File: src/rtl/universal_shift_engine_pkg.sv
// Shared definitions for the universal shift engine.
//   mode_e  : IDLE-state operation codes (HOLD..FRAME)
//   state_e : two-state control FSM encoding
//   beats_f : number of serial beats needed to move WIDTH bits over LANES
package universal_shift_engine_pkg;

  typedef enum logic [2:0] {
    MODE_HOLD  = 3'b000,
    MODE_SHR   = 3'b001,
    MODE_SHL   = 3'b010,
    MODE_LOAD  = 3'b011,
    MODE_ROR   = 3'b100,
    MODE_ROL   = 3'b101,
    MODE_ASR   = 3'b110,
    MODE_FRAME = 3'b111
  } mode_e;

  typedef enum logic {
    ST_IDLE = 1'b0,
    ST_TX   = 1'b1
  } state_e;

  function automatic int beats_f(input int width, input int lanes);
    return width / lanes;
  endfunction

endpackage

File: src/rtl/shift_beat_counter.sv
// Frame beat counter.
//   clk, rst  : clock, synchronous active-high reset
//   load      : load load_val (start of a frame)
//   load_val  : beats in the frame
//   accept    : a beat was accepted this cycle, decrement
//   last      : the beat currently presented is the final one
module shift_beat_counter #(
  parameter int CNT_W = 4
) (
  input  logic             clk,
  input  logic             rst,
  input  logic             load,
  input  logic [CNT_W-1:0] load_val,
  input  logic             accept,
  output logic             last
);

  logic [CNT_W-1:0] count;

  always_ff @(posedge clk) begin
    if (rst) begin
      count <= '0;
    end else if (load) begin
      count <= load_val;
    end else if (accept && (count != '0)) begin
      count <= count - 1'b1;
    end
  end

  assign last = (count == CNT_W'(1));

endmodule

File: src/rtl/universal_shift_engine.sv
// Universal shift register with an IDLE command set (hold, shifts, rotates,
// load) and a FRAME command that serialises the register LANES bits per beat
// over a valid/ready output.
//   clk, rst     : clock, synchronous active-high reset
//   mode         : operation code (mode_e), sampled in IDLE only
//   msb_first    : frame bit order, captured with FRAME
//   s_in         : serial input lane
//   p_in         : parallel load data
//   s_out_ready  : downstream accepts the presented beat
//   p_out        : register contents
//   s_out        : serial output lane (last shifted-out lanes in IDLE)
//   s_out_valid  : frame beat valid
//   busy         : frame in progress
//   done         : one-cycle pulse after the final frame beat
//   parity       : XOR of p_out (only with SHIFT_ENGINE_PARITY_EN)
// Build option: SHIFT_ENGINE_PARITY_EN adds the parity port and appends an
// even-parity beat to every frame.
module universal_shift_engine
  import universal_shift_engine_pkg::*;
#(
  parameter int WIDTH = 8,
  parameter int LANES = 1
) (
  input  logic             clk,
  input  logic             rst,
  input  logic [2:0]       mode,
  input  logic             msb_first,
  input  logic [LANES-1:0] s_in,
  input  logic [WIDTH-1:0] p_in,
  input  logic             s_out_ready,
  output logic [WIDTH-1:0] p_out,
  output logic [LANES-1:0] s_out,
  output logic             s_out_valid,
  output logic             busy,
  output logic             done
`ifdef SHIFT_ENGINE_PARITY_EN
  ,
  output logic             parity
`endif
);

  localparam int BEATS = beats_f(WIDTH, LANES);
`ifdef SHIFT_ENGINE_PARITY_EN
  localparam int FRAME_BEATS = BEATS + 1;
`else
  localparam int FRAME_BEATS = BEATS;
`endif
  localparam int CNT_W = $clog2(BEATS + 2);

  if (WIDTH < 2 || LANES < 1 || (WIDTH % LANES) != 0) begin : g_bad_cfg
    $error("universal_shift_engine: WIDTH must be >= 2 and a multiple of LANES");
  end

  state_e                  state_q, state_d;
  logic [WIDTH-1:0]        p_q, p_d;
  logic signed [WIDTH-1:0] p_sgn;
  logic [LANES-1:0]        s_last_q, s_last_d;
  logic [LANES-1:0]        tx_beat;
  logic                    msb_q, msb_d;
  logic                    done_d;
  logic                    accept;
  logic                    cnt_load;
  logic                    cnt_last;
  mode_e                   mode_cmd;
`ifdef SHIFT_ENGINE_PARITY_EN
  logic                    frame_par_q, frame_par_d;
`endif

  assign mode_cmd = mode_e'(mode);
  assign p_sgn    = p_q;
  assign accept   = (state_q == ST_TX) && s_out_ready;
  assign cnt_load = (state_q == ST_IDLE) && (mode_cmd == MODE_FRAME);

  shift_beat_counter #(
    .CNT_W(CNT_W)
  ) u_cnt (
    .clk      (clk),
    .rst      (rst),
    .load     (cnt_load),
    .load_val (CNT_W'(FRAME_BEATS)),
    .accept   (accept),
    .last     (cnt_last)
  );

  // Beat presented during TX, taken straight from the register end.
  always_comb begin
    tx_beat = msb_q ? p_q[WIDTH-1:WIDTH-LANES] : p_q[LANES-1:0];
`ifdef SHIFT_ENGINE_PARITY_EN
    // The extra final beat carries the frame parity on lane 0.
    if (cnt_last) tx_beat = LANES'(frame_par_q);
`endif
  end

  always_comb begin
    state_d     = state_q;
    p_d         = p_q;
    s_last_d    = s_last_q;
    msb_d       = msb_q;
    done_d      = 1'b0;
    busy        = 1'b0;
    s_out_valid = 1'b0;
    s_out       = s_last_q;
`ifdef SHIFT_ENGINE_PARITY_EN
    frame_par_d = frame_par_q;
`endif
    case (state_q)
      ST_IDLE: begin
        case (mode_cmd)
          MODE_HOLD: ;
          MODE_SHR: begin
            p_d      = WIDTH'({s_in, p_q} >> LANES);
            s_last_d = p_q[LANES-1:0];
          end
          MODE_SHL: begin
            p_d      = WIDTH'({p_q, s_in});
            s_last_d = p_q[WIDTH-1:WIDTH-LANES];
          end
          MODE_LOAD: p_d = p_in;
          MODE_ROR: begin
            p_d      = WIDTH'({p_q, p_q} >> LANES);
            s_last_d = p_q[LANES-1:0];
          end
          MODE_ROL: begin
            p_d      = WIDTH'({p_q, p_q} >> (WIDTH - LANES));
            s_last_d = p_q[WIDTH-1:WIDTH-LANES];
          end
          MODE_ASR: begin
            p_d      = p_sgn >>> LANES;
            s_last_d = p_q[LANES-1:0];
          end
          MODE_FRAME: begin
            p_d     = p_in;
            msb_d   = msb_first;
            state_d = ST_TX;
`ifdef SHIFT_ENGINE_PARITY_EN
            frame_par_d = ^p_in;
`endif
          end
          default: ;
        endcase
      end
      ST_TX: begin
        busy        = 1'b1;
        s_out_valid = 1'b1;
        s_out       = tx_beat;
        if (s_out_ready) begin
          p_d = msb_q ? (p_q << LANES) : (p_q >> LANES);
          if (cnt_last) begin
            state_d  = ST_IDLE;
            done_d   = 1'b1;
            s_last_d = tx_beat;
          end
        end
      end
      default: state_d = ST_IDLE;
    endcase
  end

  always_ff @(posedge clk) begin
    if (rst) begin
      state_q  <= ST_IDLE;
      p_q      <= '0;
      s_last_q <= '0;
      msb_q    <= 1'b0;
      done     <= 1'b0;
`ifdef SHIFT_ENGINE_PARITY_EN
      frame_par_q <= 1'b0;
      parity      <= 1'b0;
`endif
    end else begin
      state_q  <= state_d;
      p_q      <= p_d;
      s_last_q <= s_last_d;
      msb_q    <= msb_d;
      done     <= done_d;
`ifdef SHIFT_ENGINE_PARITY_EN
      frame_par_q <= frame_par_d;
      parity      <= ^p_d;
`endif
    end
  end

  assign p_out = p_q;

endmodule

File: config.mk
export PLATFORM = sky130hd
export DESIGN_NAME = universal_shift_engine
export DESIGN_NICKNAME = d
export VERILOG_FILES = /design/src/rtl/universal_shift_engine_pkg.sv /design/src/rtl/shift_beat_counter.sv /design/src/rtl/universal_shift_engine.sv
export SDC_FILE = /design/constraint.sdc
export NUM_CORES = 1
export LEC_CHECK = 0
export CAP_MARGIN = 5
export CORE_MARGIN = 4
export CORE_UTILIZATION = 52
export DETAILED_ROUTE_END_ITERATION = 10
export GPL_TIMING_DRIVEN = 1
export PLACE_DENSITY = 0.94
export SLEW_MARGIN = 20
export SYNTH_ARGS = -nofsm -noshare
export SYNTH_HDL_FRONTEND = slang
export SYNTH_SLANG_ARGS = --single-unit
File: constraint.sdc
create_clock -name clk -period 4.4 [get_ports clk]
set_clock_uncertainty 0.05 [all_clocks]
set_input_delay 0.66 -clock clk [delete_from_list [all_inputs] [get_ports clk]]
set_output_delay 0.66 -clock clk [all_outputs]
set_load 0.1 [all_outputs]
==> parameters.txt, run 1 <==
Parameter                              Value

Logic synthesis
  Synth Warn # ... 0
  Total nets after synthesis ... 154
  #FFs+latches synth ... 16
  Avg Inst Size Synth ... 8.20 um^2
  Number of unique standard cell types used by synthesis ... 39
  Area of the mapped netlist ... 1110 um^2
  Number of cells produced by synthesis ... 136
  Register area share after synthesis ... 28.7%

STA
  Normalized max-slew margin ... 34.9%
  Final setup vio count ... 0
  Period utilization ... 74.3%
  TNS Setup ... 0 ns
  Total count of hold-check failures in the final report ... 0
  Max Fclk ... 0.306 GHz
  RSZ-0062 raised after global routing ... no
  Fin. max-slew vios ... 0
  Final Critical Period ... 3.27 ns
  Actual transition at the worst max-transition pin ... 0.973 ns

Finish
  Antenna Diode Count ... 0
  Area of all placed cells without fillers ... 1390 um^2
  Number of filler instances in the final layout ... 180
  Combined flip-flop and latch cell area ... 320 um^2
  Area taken by multi-input logic gates ... 718 um^2
  Layout Nets ... 175
  P&R area growth vs syn ... 25.0%
  Fraction of final layout cells sized beyond drive strength 1 ... 6.41%
  Final cell utilization of the core ... 69.6%

Placed design
  Number of port buffers ... 27
  Final estimated routing congestion in global placement ... 0.822
  DP HPWL ... 2010 um
  Post-Place Cell Area ... 1360 um^2

Setup path
  Nature of the critical path endpoint ... output pin
  Delay of the slowest cell on the worst path ... 1.14 ns
  Worst Path Class, Setup ... flop to output pin
  Largest delay contributor family on the critical path ... buffers and inverters
  Worst R2R Setup Slack ... 2.33 ns
  Critical path arrival ... 2.56 ns
  Crit path required time ... 3.69 ns
  Startpoint kind of the worst setup timing path ... flop
  Worst-path cell chain ... nor2_1, a21oi_1, clkdlybuf4s50_1
  Worst-path fanout max ... 29
  Slowest-stage cell, CP ... clkdlybuf4s50_1
  Number of buffers and inverters on the critical path ... 1

Clock tree
  CTS sink count ... 16
  CTS clk-pin slew, worst paths ... 0.09 ns
  Count of buffers added by post-CTS timing repair for setup ... 0
  Quantity of gates resized following cts ... 0
  Inserted Clock Buffers ... 3
  Clock latency of the later-clocked register in the worst-skew pair ... 0.28 ns
  Hold buffers post-CTS ... 0
  Buffer cell driving the clock tree root ... clkbuf_4
  CTS H-tree depth ... 1
  CTS tree ... done
  Clock tree buffer depth ... 2

Power and ir drop
  Power density over the cells ... 293 nW/um^2
  Pleak ... 0.457 nW
  Maximum ir drop on the vdd rail ... 0.157 mV

Routing
  Number of vias per cell after detailed routing ... 6.15
  Average wire per cell in the routed design ... 14.8 um
  Post-detailed-routing wire length ... 2710 um
  Count of nets left with antenna violations after detail routing ... 0
  Post-detailed-route DRC marker count ... 0
  Detailed Route Iter0 Violations ... 33
  1st-pass router iterations ... 4
  Vias post-DR ... 1,125

GRT
  Remaining Overflow, GRT ... 0
  First-pass GRT wire length ... 4520 um
  Number of antenna violations at the first check in global routing ... 0
  Largest net degree at the start of global routing ... 30
  Vias in the first global route ... 1,020
  Global routing usage summed across all routing layers ... 20.4%

Floorplanning
  Die boundary width ... 54.3 um
  Core Region ... 2000 um^2
  IO Pins ... 28
  Die outline area ... 2950 um^2
  Initial standard-cell utilization of the core ... 55.7%
  Row Count ... 16
  Y dimension of the die ... 54.3 um

Status
  Result of the run ... completed

Min path
  Class of the tightest hold or removal check ... flop to flop

Run
  Max-cap violation count ... 0
[power by group]
group	total (W)	internal (W)	switching, W
clock network	0.0000978	0.0000503	0.0000475
registers	0.000169	0.000153	0.0000155
logic	0.000142	0.0000479	0.0000942
total	0.000409	0.000251	0.000157
[path summary, 6_finish.rpt]
| kind | start | to | depth (start not counted) |
|---|---|---|---|
| worst max-delay path | state_q | s_out | 3 |
| worst min-delay path | u_cnt.count[3] | u_cnt.count[3] | 1 |
| worst max register to register | state_q | p_out[5] | 4 |
| worst min register to register | u_cnt.count[3] | u_cnt.count[3] | 1 |
[flip-flops by register name (all words and copies together), names as in the netlist]
register / flops
s_last_q: 1
done: 1
u_cnt.count: 4
state_q: 1
p_out: 8
msb_q: 1
[cells in the mapped netlist (all sizes together)]
master   number  area, um^2
a22o          5        43.8
a31oi         4        25.0
a211oi        4        30.0
a21oi         9        56.3
nand3         8        40.0
o22ai         1        6.26
a311o         1        10.0
a21o          2        15.0
inv           4        15.0
o311ai        1        16.3
buf           8        50.1
mux2          1        15.0
nand4bb       2        22.5
nand2        11        41.3
ha            2        25.0
nor3          6        30.0
nand2b        4        25.0
nor2         14        52.6
and2          1        6.26
nand4b        1        8.76
o2bb2a        1        20.0
o2bb2ai       1        8.76
a221o         5        50.1
nor2b         3        18.8
clkbuf        3        11.3
a311oi        1        8.76
xor2          1        8.76
or3           1        6.26
nor3b         3        22.5
and3b         1        8.76
dfxtp        16         320
a2111oi       1        15.0
o21ai         4        20.0
xnor2         1        8.76
o2111ai       1        8.76
mux2i         4        43.8
[logic make-up after synthesis]
kind of cell               after synthesis  synth area share (%)
DFF                                     16                  28.7
AOI/OAI and AO/OA                       41                  30.0
adders and majority gates                2                  2.24
muxes                                    5                  5.27
buffers and inverters                   15                  6.85
xor gates and xnor gates                 2                  1.57
and+or+nand+nor                         55                  25.4
[area by class of cell]
type / count / share of cell area, %
multi-input cells: 105 / 51.5
flip-flops and latches: 16 / 23.0
repair buffers: 27 / 19.4
clock buffers: 4 / 2.60
well taps: 27 / 2.42
inverters: 4 / 1.08
[metrics by stage]
step	std cells	hold WS, ns	setup slack (ns)	total power [W]
global placement	179	0.457	1.48	0.000310
CTS	183	0.485	1.12	0.000409
global route	183	0.533	0.949	0.000425
finish	183	0.487	1.13	0.000409
detailed placement	179	0.466	1.44	0.000313
floorplan	136	0.432	0.633	0.000274
[layout by cell type (no fill, tap or decap), drive strengths merged]
cell / count
clkdlybuf4s50: 27
dfxtp: 16
nor2: 14
nand2: 11
a21oi: 9
nand3: 8
nor3: 6
a22o: 5
a221o: 5
inv: 4
o21ai: 4
a31oi: 4
a211oi: 4
nand2b: 4
mux2i: 4
clkbuf: 4
nor2b: 3
nor3b: 3
nand4bb: 2
a21o: 2
ha: 2
mux2: 1
nand4b: 1
and2: 1
o2bb2ai: 1
o22ai: 1
and3b: 1
o2111ai: 1
xor2: 1
or3: 1
o311ai: 1
o2bb2a: 1
a311oi: 1
a2111oi: 1
xnor2: 1
a311o: 1
[routing by layer]
| metal | track usage (%) | up-vias | wire, um |
|---|---|---|---|
| li1 | - | 546 | - |
| met1 | 27.6 | 524 | 1180 |
| met2 | 34.9 | 55 | 1360 |
| met3 | 1.36 | 0 | 172 |
| met4 | 4.98 | 0 | 0 |
| met5 | 0 | - | 0 |
(Power assumes the default switching activity.)
==> run 2: changes to the inputs <==
--- a/config.mk
+++ b/config.mk
@@ -7,10 +7,10 @@
 export LEC_CHECK = 0
 export CAP_MARGIN = 5
 export CORE_MARGIN = 4
-export CORE_UTILIZATION = 52
+export CORE_UTILIZATION = 48
 export DETAILED_ROUTE_END_ITERATION = 10
 export GPL_TIMING_DRIVEN = 1
-export PLACE_DENSITY = 0.94
+export PLACE_DENSITY = 0.88
 export SLEW_MARGIN = 20
 export SYNTH_ARGS = -nofsm -noshare
 export SYNTH_HDL_FRONTEND = slang
==> constraint.sdc (replaced) <==
create_clock -name clk -period 3.4 [get_ports clk]
set_clock_uncertainty 0.05 [all_clocks]
set_input_delay 0.51 -clock clk [delete_from_list [all_inputs] [get_ports clk]]
set_output_delay 0.51 -clock clk [all_outputs]
set_load 0.1 [all_outputs]
==> parameters.txt, run 2 (synthesis results as in run 1) <==
Parameter                              Value

GRT
  Largest net degree at the start of global routing ... 30 (unchanged)
  Remaining Overflow, GRT ... 0 (unchanged)
  First-pass GRT wire length ... 4660 um (+3.1%)
  Vias in the first global route ... 1,038 (+1.8%)
  Number of antenna violations at the first check in global routing ... 0 (unchanged)
  Global routing usage summed across all routing layers ... 18.4% (-2.0 points)

Finish
  Layout Nets ... 175 (unchanged)
  P&R area growth vs syn ... 23.3%
  Fraction of final layout cells sized beyond drive strength 1 ... 9.03% (+2.6 points)
  Area taken by multi-input logic gates ... 722 um^2 (+0.52%)
  Final cell utilization of the core ... 62.2% (-7.5 points)
  Most common cell after layout, fill and taps aside ... clkdlybuf4s50_1
  Antenna Diode Count ... 0 (unchanged)
  Combined flip-flop and latch cell area ... 320 um^2 (unchanged)
  Highest-count cells in the layout ignoring fill and taps ... 23 x clkdlybuf4s50_1, 16 x dfxtp_1, 14 x nor2_1
  Number of filler instances in the final layout ... 202 (+12%)
  Flip-flop count of the largest register after layout ... 8 (unchanged)

Floorplanning
  Row Count ... 17 (+1)
  Die outline area ... 3160 um^2 (+7.1%)
  Y dimension of the die ... 56.2 um (+3.5%)
  Die boundary width ... 56.2 um (+3.5%)
  IO Pins ... 28 (unchanged)
  Core Region ... 2210 um^2 (+10%)
  Initial standard-cell utilization of the core ... 50.4% (-5.3 points)

Routing
  Count of nets left with antenna violations after detail routing ... 0 (unchanged)
  1st-pass router iterations ... 4 (unchanged)
  Average wire per cell in the routed design ... 15.9 um (+7.3%)
  Vias post-DR ... 1,104 (-1.9%)
  Post-detailed-route DRC marker count ... 0 (unchanged)
  Detailed Route Iter0 Violations ... 33 (unchanged)
  Number of vias per cell after detailed routing ... 6.03 (-1.9%)
  Post-detailed-routing wire length ... 2910 um (+7.3%)

Setup path
  Worst Path Class, Setup ... flop to output pin
  Startpoint kind of the worst setup timing path ... flop
  Worst-path cell chain ... clkdlybuf4s50_1
  Nature of the critical path endpoint ... output pin
  First element of the critical path ... p_out[5]
  Critical path arrival ... 1.91 ns (-0.65 ns)
  Number of buffers and inverters on the critical path ... 1 (unchanged)
  Worst-path fanout max ... 6 (-79%)
  Delay of the slowest cell on the worst path ... 1.18 ns (+0.04 ns)
  Crit path required time ... 2.84 ns (-0.85 ns)
  Launch point of the worst reg-to-reg path ... state_q
  Slowest-stage cell, CP ... clkdlybuf4s50_1
  Largest delay contributor family on the critical path ... buffers and inverters

Placed design
  Final estimated routing congestion in global placement ... 0.896 (+9.0%)
  DP HPWL ... 2170 um (+7.9%)
  Number of port buffers ... 27 (unchanged)

STA
  Fin. max-slew vios ... 0 (unchanged)
  TNS Setup ... 0 ns (unchanged)
  Max Fclk ... 0.405 GHz
  Total count of hold-check failures in the final report ... 0 (unchanged)
  RSZ-0062 raised after global routing ... no
  Period utilization ... 72.7%
  Final Critical Period ... 2.47 ns
  Final setup vio count ... 0 (unchanged)
  Normalized max-slew margin ... 33.9% (-1.0 points)
  Actual transition at the worst max-transition pin ... 0.988 ns (+0.0152 ns)

Power and ir drop
  Maximum ir drop on the vdd rail ... 0.282 mV (+80%)
  Power density over the cells ... 364 nW/um^2 (+24%)
  Pleak ... 0.457 nW (about the same)

Run
  Max-cap violation count ... 0 (unchanged)

Clock tree
  Quantity of gates resized following cts ... 0 (unchanged)
  Clock latency of the later-clocked register in the worst-skew pair ... 0.28 ns (about the same)
  CTS H-tree depth ... 1 (unchanged)
  Clock tree buffer depth ... 2 (unchanged)
  CTS clk-pin slew, worst paths ... 0.09 ns (about the same)
  Hold buffers post-CTS ... 0 (unchanged)
  Inserted Clock Buffers ... 3 (unchanged)
  CTS sink count ... 16 (unchanged)
  Count of buffers added by post-CTS timing repair for setup ... 0 (unchanged)
  CTS tree ... done
  Buffer cell driving the clock tree root ... clkbuf_4

Status
  Result of the run ... completed

Min path
  Class of the tightest hold or removal check ... flop to flop
  Hold path startpoint ... p_out[1]
-- run 2: cell count changes in the layout (fill, tap and decap cells not counted) --
cell	before	now
clkdlybuf4s50_1	27	23
a21oi_1	8	7
a21oi_2	0	1
buf_4	0	4
clkbuf_8	1	0
-- run 2: per-stage QoR --
stage          instances  power, W  hold slack, ns  setup slack (ns)  instance area [um^2]
2_1_floorplan        136  0.000356           0.432             0.379                  1120
3_3_place_gp         180  0.000403           0.457             0.983                  1350
3_5_place_dp         180  0.000405           0.491             0.910                  1350
4_1_cts              183  0.000503           0.509             0.914                  1380
5_1_grt              183  0.000520           0.539             0.884                  1380
6_report             183  0.000500           0.513             0.928                  1380
-- run 2: final cells by class --
class	count	share of cell area [%]
repair buffers	27	18.9
multi-input cells	105	52.5
well taps	28	2.55
flip-flops and latches	16	23.3
clock buffers	3	1.64
inverters	4	1.09
-- run 2: final timing paths --
kind,slack (ns),endpoint,depth (start not counted)
worst max-delay path,0.93,p_out[5],1
worst min-delay path,0.51,p_out[0],2
worst max register to register,1.25,p_out[5],4
worst min register to register,0.51,p_out[0],2
-- run 2: report_power, final --
| group | switching, W | internal, W |
|---|---|---|
| logic | 0.000123 | 0.0000610 |
| clock network | 0.0000576 | 0.0000411 |
| registers | 0.0000197 | 0.000198 |
-- run 2: metal layers --
layer | GRT usage, % | vias to the layer above | part of all wire (%) | wire (um)
met2 | 34.4 | 33 | 52 | 1520
met4 | 2.71 | 0 | 0 | 0
met5 | 0 | - | 0 | 0
met3 | 4.41 | 0 | 5.9 | 171
met1 | 21.2 | 528 | 42 | 1210
li1 | - | 543 | - | -
